`src/rtl/icache_ctrl_if.sv`:
```
// Signal bundle between icache_ctrl and the fetch stage, cache memory and instruction bus.
// master = controller view, slave = environment view.
interface icache_ctrl_if #(
  parameter int unsigned IDX_W  = 7,
  parameter int unsigned TAG_W  = 22,
  parameter int unsigned MTAG_W = 4
);
  logic [63:0]       proc2Icache_addr;
  logic [63:0]       Icache_data_out;
  logic              Icache_valid_out;
  logic [IDX_W-1:0]  cache_rd_idx;
  logic [TAG_W-1:0]  cache_rd_tag;
  logic [63:0]       cache_rd_data;
  logic              cache_rd_valid;
  logic              cache_wr_en;
  logic [IDX_W-1:0]  cache_wr_idx;
  logic [TAG_W-1:0]  cache_wr_tag;
  logic [63:0]       cache_wr_data;
  logic [1:0]        proc2Imem_command;
  logic [63:0]       proc2Imem_addr;
  logic [MTAG_W-1:0] Imem2proc_response;
  logic [63:0]       Imem2proc_data;
  logic [MTAG_W-1:0] Imem2proc_tag;

  modport master (
    input  proc2Icache_addr, cache_rd_data, cache_rd_valid,
    input  Imem2proc_response, Imem2proc_data, Imem2proc_tag,
    output Icache_data_out, Icache_valid_out, cache_rd_idx, cache_rd_tag,
    output cache_wr_en, cache_wr_idx, cache_wr_tag, cache_wr_data,
    output proc2Imem_command, proc2Imem_addr
  );

  modport slave (
    output proc2Icache_addr, cache_rd_data, cache_rd_valid,
    output Imem2proc_response, Imem2proc_data, Imem2proc_tag,
    input  Icache_data_out, Icache_valid_out, cache_rd_idx, cache_rd_tag,
    input  cache_wr_en, cache_wr_idx, cache_wr_tag, cache_wr_data,
    input  proc2Imem_command, proc2Imem_addr
  );
endinterface

```
`src/rtl/icache_ctrl.sv`:
```
// Instruction cache miss controller: one outstanding bus load, tag-matched fill into cache memory.
// Define ICACHE_FWD_EN to forward the fill block to fetch in the fill cycle.
module icache_ctrl #(
  parameter int unsigned IDX_W  = 7,
  parameter int unsigned TAG_W  = 22,
  parameter int unsigned MTAG_W = 4
) (
  input logic           clock,
  input logic           reset,
  icache_ctrl_if.master bus
);

  localparam int unsigned BLK_W    = 61;
  localparam logic [1:0]  BUS_NONE = 2'd0;
  localparam logic [1:0]  BUS_LOAD = 2'd1;

  typedef enum logic [1:0] {StIdle, StReq, StWait} state_e;

  state_e            state;
  logic [BLK_W-1:0]  miss_addr;
  logic [MTAG_W-1:0] pend_tag;
  logic              cmd_load;
  logic [63:0]       req_addr;

  logic [BLK_W-1:0]  blk;
  logic              fill;
  logic              unused_addr_lsb;

  assign blk             = bus.proc2Icache_addr[63:3];
  assign unused_addr_lsb = ^bus.proc2Icache_addr[2:0];

  // pend_tag is nonzero whenever state is StWait, so tag 0 on the bus never matches here
  assign fill = !reset && (state == StWait) && (bus.Imem2proc_tag == pend_tag);

  assign bus.cache_rd_idx = bus.proc2Icache_addr[IDX_W+2:3];
  assign bus.cache_rd_tag = bus.proc2Icache_addr[IDX_W+TAG_W+2:IDX_W+3];

  assign bus.proc2Imem_command = (cmd_load && !reset) ? BUS_LOAD : BUS_NONE;
  assign bus.proc2Imem_addr    = reset ? '0 : req_addr;

  assign bus.cache_wr_en   = fill;
  assign bus.cache_wr_idx  = fill ? miss_addr[IDX_W-1:0] : '0;
  assign bus.cache_wr_tag  = fill ? miss_addr[IDX_W+TAG_W-1:IDX_W] : '0;
  assign bus.cache_wr_data = fill ? bus.Imem2proc_data : '0;

`ifdef ICACHE_FWD_EN
  logic fwd;
  assign fwd                  = fill && (blk == miss_addr);
  assign bus.Icache_valid_out = bus.cache_rd_valid | fwd;
  assign bus.Icache_data_out  = fwd ? bus.Imem2proc_data : bus.cache_rd_data;
`else
  assign bus.Icache_valid_out = bus.cache_rd_valid;
  assign bus.Icache_data_out  = bus.cache_rd_data;
`endif

  always_ff @(posedge clock) begin
    if (reset) begin
      state     <= StIdle;
      miss_addr <= '0;
      pend_tag  <= '0;
      cmd_load  <= 1'b0;
      req_addr  <= '0;
    end else begin
      unique case (state)
        StIdle: begin
          if (!bus.cache_rd_valid) begin
            state     <= StReq;
            miss_addr <= blk;
            cmd_load  <= 1'b1;
            req_addr  <= {blk, 3'b000};
          end
        end
        StReq: begin
          // Acceptance beats a same-cycle redirect: the old block is still fetched
          if (bus.Imem2proc_response != '0) begin
            state    <= StWait;
            pend_tag <= bus.Imem2proc_response;
            cmd_load <= 1'b0;
            req_addr <= '0;
          end else if (blk != miss_addr) begin
            if (bus.cache_rd_valid) begin
              state    <= StIdle;
              cmd_load <= 1'b0;
              req_addr <= '0;
            end else begin
              miss_addr <= blk;
              req_addr  <= {blk, 3'b000};
            end
          end
        end
        StWait: begin
          if (fill) begin
            state    <= StIdle;
            pend_tag <= '0;
          end
        end
        default: begin
          state    <= StIdle;
          pend_tag <= '0;
          cmd_load <= 1'b0;
          req_addr <= '0;
        end
      endcase
    end
  end

endmodule

```
`src/flat_wrapper.sv`:
```
// flat-port wrapper written by rule: the top's interface ports become plain ports
module icache_ctrl_flat 
#(
  parameter int unsigned IDX_W  = 7,
  parameter int unsigned TAG_W  = 22,
  parameter int unsigned MTAG_W = 4
)
  (clock, reset, bus_proc2Icache_addr, bus_cache_rd_data, bus_cache_rd_valid, bus_Imem2proc_response, bus_Imem2proc_data, bus_Imem2proc_tag, bus_Icache_data_out, bus_Icache_valid_out, bus_cache_rd_idx, bus_cache_rd_tag, bus_cache_wr_en, bus_cache_wr_idx, bus_cache_wr_tag, bus_cache_wr_data, bus_proc2Imem_command, bus_proc2Imem_addr);
  icache_ctrl_if #(.IDX_W(IDX_W), .TAG_W(TAG_W), .MTAG_W(MTAG_W)) bus_i ();
  input logic clock;
  input logic reset;
  input wire logic [$bits(bus_i.proc2Icache_addr)-1:0] bus_proc2Icache_addr;
  input wire logic [$bits(bus_i.cache_rd_data)-1:0] bus_cache_rd_data;
  input wire logic [$bits(bus_i.cache_rd_valid)-1:0] bus_cache_rd_valid;
  input wire logic [$bits(bus_i.Imem2proc_response)-1:0] bus_Imem2proc_response;
  input wire logic [$bits(bus_i.Imem2proc_data)-1:0] bus_Imem2proc_data;
  input wire logic [$bits(bus_i.Imem2proc_tag)-1:0] bus_Imem2proc_tag;
  output wire logic [$bits(bus_i.Icache_data_out)-1:0] bus_Icache_data_out;
  output wire logic [$bits(bus_i.Icache_valid_out)-1:0] bus_Icache_valid_out;
  output wire logic [$bits(bus_i.cache_rd_idx)-1:0] bus_cache_rd_idx;
  output wire logic [$bits(bus_i.cache_rd_tag)-1:0] bus_cache_rd_tag;
  output wire logic [$bits(bus_i.cache_wr_en)-1:0] bus_cache_wr_en;
  output wire logic [$bits(bus_i.cache_wr_idx)-1:0] bus_cache_wr_idx;
  output wire logic [$bits(bus_i.cache_wr_tag)-1:0] bus_cache_wr_tag;
  output wire logic [$bits(bus_i.cache_wr_data)-1:0] bus_cache_wr_data;
  output wire logic [$bits(bus_i.proc2Imem_command)-1:0] bus_proc2Imem_command;
  output wire logic [$bits(bus_i.proc2Imem_addr)-1:0] bus_proc2Imem_addr;
  assign bus_i.proc2Icache_addr = bus_proc2Icache_addr;
  assign bus_i.cache_rd_data = bus_cache_rd_data;
  assign bus_i.cache_rd_valid = bus_cache_rd_valid;
  assign bus_i.Imem2proc_response = bus_Imem2proc_response;
  assign bus_i.Imem2proc_data = bus_Imem2proc_data;
  assign bus_i.Imem2proc_tag = bus_Imem2proc_tag;
  assign bus_Icache_data_out = bus_i.Icache_data_out;
  assign bus_Icache_valid_out = bus_i.Icache_valid_out;
  assign bus_cache_rd_idx = bus_i.cache_rd_idx;
  assign bus_cache_rd_tag = bus_i.cache_rd_tag;
  assign bus_cache_wr_en = bus_i.cache_wr_en;
  assign bus_cache_wr_idx = bus_i.cache_wr_idx;
  assign bus_cache_wr_tag = bus_i.cache_wr_tag;
  assign bus_cache_wr_data = bus_i.cache_wr_data;
  assign bus_proc2Imem_command = bus_i.proc2Imem_command;
  assign bus_proc2Imem_addr = bus_i.proc2Imem_addr;
  icache_ctrl #(.IDX_W(IDX_W), .TAG_W(TAG_W), .MTAG_W(MTAG_W)) u_core (.clock(clock), .reset(reset), .bus(bus_i));
endmodule
```
`config.mk`:
```
export PLATFORM = sky130hd
export DESIGN_NAME = icache_ctrl_flat
export DESIGN_NICKNAME = d
export VERILOG_FILES = /design/src/rtl/icache_ctrl_if.sv /design/src/rtl/icache_ctrl.sv /design/src/flat_wrapper.sv
export SDC_FILE = /design/constraint.sdc
export NUM_CORES = 1
export LEC_CHECK = 0
export CORE_AREA = 3 3 176 178
export DETAILED_ROUTE_END_ITERATION = 8
export DIE_AREA = 0 0 179 181
export PLACE_DENSITY_LB_ADDON = 0.3
export SLEW_MARGIN = 10
export SYNTH_ARGS = -nofsm -noshare
export SYNTH_HDL_FRONTEND = slang
export SYNTH_SLANG_ARGS = --single-unit
```
`constraint.sdc`:
```
create_clock -name clock -period 3.3 [get_ports clock]
set_clock_uncertainty 0.1 [all_clocks]
set_input_delay 0.99 -clock clock [delete_from_list [all_inputs] [get_ports clock]]
set_output_delay 0.99 -clock clock [all_outputs]
set_load 0.1 [all_outputs]
```
==> metrics.md <==
| Metric | Value |
|---|---|
| Worst hold path depth | `2` |
| Clock sinks | `129` |
| Share of synthesized cell area in and, or, nand and nor gates | `0.2911` |
| All-Layer GR Usage | `0.1849` |
| Fraction of the yosys area taken by sequential cells | `0.3604` |
| Worst-path maximum fanout | `6` |
| Level count of the clock H-tree | `4` |
| Slowest Stage Delay on Critical Path | `0.31 ns` |
| Adder and majority cell fraction of the synthesized area | `0` |
| GR Overflow Total | `0` |
| Hold slack | `0.3756 ns` |
| Most common flop cell mapped by yosys | `sky130_fd_sc_hd__dfxtp_1` |
| Type of the tightest min-delay check | `flip-flop to flip-flop` |
| Internal power consumption | `3567 µW` |
| Peak ir drop on the vdd network | `0.0003017 V` |
| Share of cell area taken by muxes after synthesis | `0.001572` |
| Gate power share | `0.273` |
| Total of flip-flops plus latches after synthesis | `129` |
| Unique masters post-synth | `42` |
| Kind of end point of the critical path | `primary output` |
| Worst Hold Launch | `u_core.miss_addr[29]` |
| Leakage Power | `0.005833 µW` |
| Run status | `finished, violations left` |
| Via count | `6852` |
| Reg-to-reg critical path endpoint | `u_core.miss_addr[16]` |
| Final-layout fill cell count | `2748` |
| Slew headroom | `0.6055` |
| Floorplan die area | `0.03240 mm²` |
| Period Utilization, post-route | `1.050` |
| Global placer's final weighted congestion | `0.8908` |
| Yosys warning count | `0` |
| Main combinational cell family by area after synthesis | `simple AND/OR/NAND/NOR gates` |
| Fmax | `288.6 MHz` |
| Final setup viols | `94` |
| CTS clock-pin slew for the worst setup and hold paths | `0.05 ns` |
| Final Max Slew Viols | `0` |
| Transition time at the pin with the least slew margin | `0.5863 ns` |
| Max_cap viols | `0` |
| Logic depth of the worst register-to-register path | `10` |
| Diode insertion count for antenna repair | `0` |
| Top delay family on crit path | `buffers and inverters` |
| Cell with the most instances after synthesis | `sky130_fd_sc_hd__nand2b_1` |
| Antenna viol nets, final | `0` |
| Classification of the worst setup path | `primary input to primary output` |
| Placed Cells incl. Taps | `1564` |
| Violations in the final reports | `setup timing` |
| Worst path cell trace | `buf_6 -> xor2_2 -> nor4_4 -> buf_4 -> buf_12 -> buf_6 -> and2_4 -> buf_12` |
| Overall die height | `181 µm` |
| Die width | `179 µm` |
| Number of enable flip-flop cells after synthesis | `0` |
| Layout Area Growth over Synthesis | `92.58%` |
| Post-Synthesis Mean Instance Area | `7.900 µm²` |
| Initial antenna violation count | `1` |
| Number of ports placed on the die boundary | `457` |
| Commonest cells post-synth | `sky130_fd_sc_hd__nand2b_1, sky130_fd_sc_hd__dfxtp_1, sky130_fd_sc_hd__buf_4` |
| Unrepaired setup endpoints after global routing | `yes` |
| Placed wire-length estimate after detailed placement | `24270 µm` |
| Maximum number of pins on one net before global-route repair | `67` |
| Maximum clock path buffer count | `2` |
| Clock buffers created by TritonCTS | `17` |
| TritonCTS clock tree | `built` |
| First-pass iteration count of the detailed router | `4` |
| Quantity of hold-fixing buffers added after cts | `0` |
| Flop pwr share | `0.334` |
| Arr. time, crit path | `2.38 ns` |
| Proportion of register bits with asynchronous set or reset after synthesis | `0` |
| Drt first-iter violations | `382` |
| Vias/cell | `4.267` |
| Switching power share of the total | `0.3121` |
| R2R setup slack | `0.87 ns` |
| Worst Setup Start Kind | `primary input` |
| # nets final | `1407` |
| Post-synth top area cell | `sky130_fd_sc_hd__dfxtp_1` |
| Start of the worst register-to-register path | `u_core.miss_addr[13]` |
| Net switching power | `1618 µW` |
| Synth area leaders | `sky130_fd_sc_hd__dfxtp_1, sky130_fd_sc_hd__nand2b_1, sky130_fd_sc_hd__buf_4` |
| Portion of synthesized cell area occupied by the leading cell type | `0.3604` |
| Total Wirelength | `30550 µm` |
| Port bufs | `321` |
| Power density normalized to cell area | `375.7 mW/mm²` |
| Number of rows in the core area | `63` |
| Effective utilization at floorplan | `0.2424` |
| Root buffer cell | `sky130_fd_sc_hd__clkbuf_16` |
| Post-synthesis instance total | `907` |
| Summed instance area of the synthesized netlist | `0.007166 mm²` |
| Via count of the first global-routing pass | `7047` |
| First-pass GRT wire length | `44820 µm` |
| Critical path data required time | `2.21 ns` |
| Worst-skew pair later-pin latency | `0.42 ns` |
| Post-synthesis share of cell area spent on xor and xnor gates | `0.05745` |
| Slowest cell on the critical path | `sky130_fd_sc_hd__nor4_4` |
| Buffers & Inverters on Critical Path | `5` |
| Count of final hold-check violations | `0` |
| Fraction of final layout cells with drive strength greater than 1 | `0.3569` |
| Fraction of the mapped netlist area in compound gates | `0.1193` |
| Non-filler cells in the finished layout | `1606` |
| Clock share of power | `0.393` |
| Worst-case hold path end point | `u_core.miss_addr[29]` |
| Setup slack after layout | `-0.1655 ns` |
| DRC violations left | `0` |
| Setup Total Neg Slack | `-11.72 ns` |
| Post-detailed-route wirelength per cell | `19.02 µm` |
| Final worst path period need | `3.465 ns` |
| Floorplan Core Area | `0.02956 mm²` |
==> how the worst max path moves through the flow <==
| stage | startpoint | depth (start not counted) | slack (ns) | end |
|---|---|---|---|---|
| final | bus_Imem2proc_tag[3] | 8 | -0.17 | bus_cache_wr_idx[1] |
| after detailed placement | bus_Imem2proc_tag[1] | 8 | -0.79 | bus_cache_wr_data[51] |
| after floorplan | bus_Imem2proc_tag[1] | 5 | -0.11 | bus_cache_wr_idx[0] |
| after CTS | bus_Imem2proc_tag[1] | 9 | -0.17 | bus_cache_wr_idx[1] |
| after global placement | bus_Imem2proc_tag[1] | 8 | -0.74 | bus_cache_wr_tag[18] |
| after global routing | bus_Imem2proc_tag[1] | 9 | -0.22 | bus_cache_wr_idx[1] |
==> area by class of cell <==
type	count	area (µm²)	share of cell area
clock inverter	12	181.4	0.01315
tap	390	488.0	0.03536
timing repair buffer	415	6111	0.4428
sequential	129	2582	0.1871
clock buffer	19	452.9	0.03282
inverter	77	289.0	0.02094
multi-input combinational	564	3695	0.2677
==> logic make-up (layout without fill, tap and decap cells) <==
kind of cell              after synthesis  after routing
AOI/OAI and AO/OA                     147            147
DFF                                   129            129
xor gates and xnor gates               47             47
other                                   1              4
muxes                                   1              1
buffers and inverters                 217            523
and+or+nand+nor                       365            365
==> power by group through the flow <==
stage	combinational [µW]	clock (µW)	sequential, µW
final	1420	2040	1730
after global routing	1490	2160	1740
after CTS	1420	2090	1730
after detailed placement	1410	0	1760
after global placement	1400	0	1760
after floorplan	1130	0	1750
==> flip-flops by register name, indices dropped and copies added (netlist names) <==
name / count
u_core.cmd_load: 1
u_core.req_addr: 61
u_core.pend_tag: 4
u_core.miss_addr: 61
u_core.state: 2
==> layer usage <==
| metal | share of wire | track usage |
|---|---|---|
| met1 | 0.38 | 0.2094 |
| met2 | 0.53 | 0.3343 |
| met3 | 0.069 | 0.05485 |
| met4 | 0.020 | 0.04925 |
| met5 | 0 | 0 |
==> worst reg2reg max path: cells and delay by family, from the launching register on <==
family,cells,cell delay [ns]
compound gates,1,0.20
xor+xnor,1,0.24
buf+inv,3,0.52
flops,1,0.33
simple gates,5,0.95
==> cell usage in the layout, fill, tap and decap left out, drive strengths merged <==
cell type	Yosys	routed
a22oi	4	4
o21ai	116	116
or4	1	1
clkinvlp	0	1
clkbuf	28	20
nand3b	1	1
nor3	3	3
bufinv	0	4
mux2	1	1
a21oi	4	4
xnor2	44	44
o31ai	11	11
and4	2	2
o2bb2ai	2	2
clkinv	0	5
nor2b	1	1
xor2	3	3
nor4	13	13
nand2	74	74
a211oi	1	1
and2b	1	1
nor4b	1	1
buf	112	284
and2	94	94
dfxtp	129	129
o22ai	5	5
o2111ai	1	1
nand4	20	20
nand2b	132	132
conb	1	4
a22o	1	1
o211ai	1	1
inv	77	79
nand3	7	7
nor2	15	15
o21bai	1	1
clkdlybuf4s50	0	130
==> repair_timing <==
item                       in CTS  in global routing
buffers inserted                7                  1
pin swaps                      27                  4
gates cloned                    3                  1
gates resized for setup        39                  9
hold endpoints to repair        0                  0
setup endpoints to repair      94                210
==> stage by stage <==
step             util  total power (µW)  setup slack (ns)  area (µm²)
3_5_place_dp   0.4348              3175           -0.7871       12850
3_3_place_gp   0.4348              3165           -0.7377       12850
5_1_grt        0.4668              5389           -0.2203       13800
4_1_cts        0.4645              5241           -0.1725       13730
6_report       0.4668              5185           -0.1655       13800
2_1_floorplan       -              2872           -0.1086        7502
Note: power is estimated with default switching activity, not from simulation.
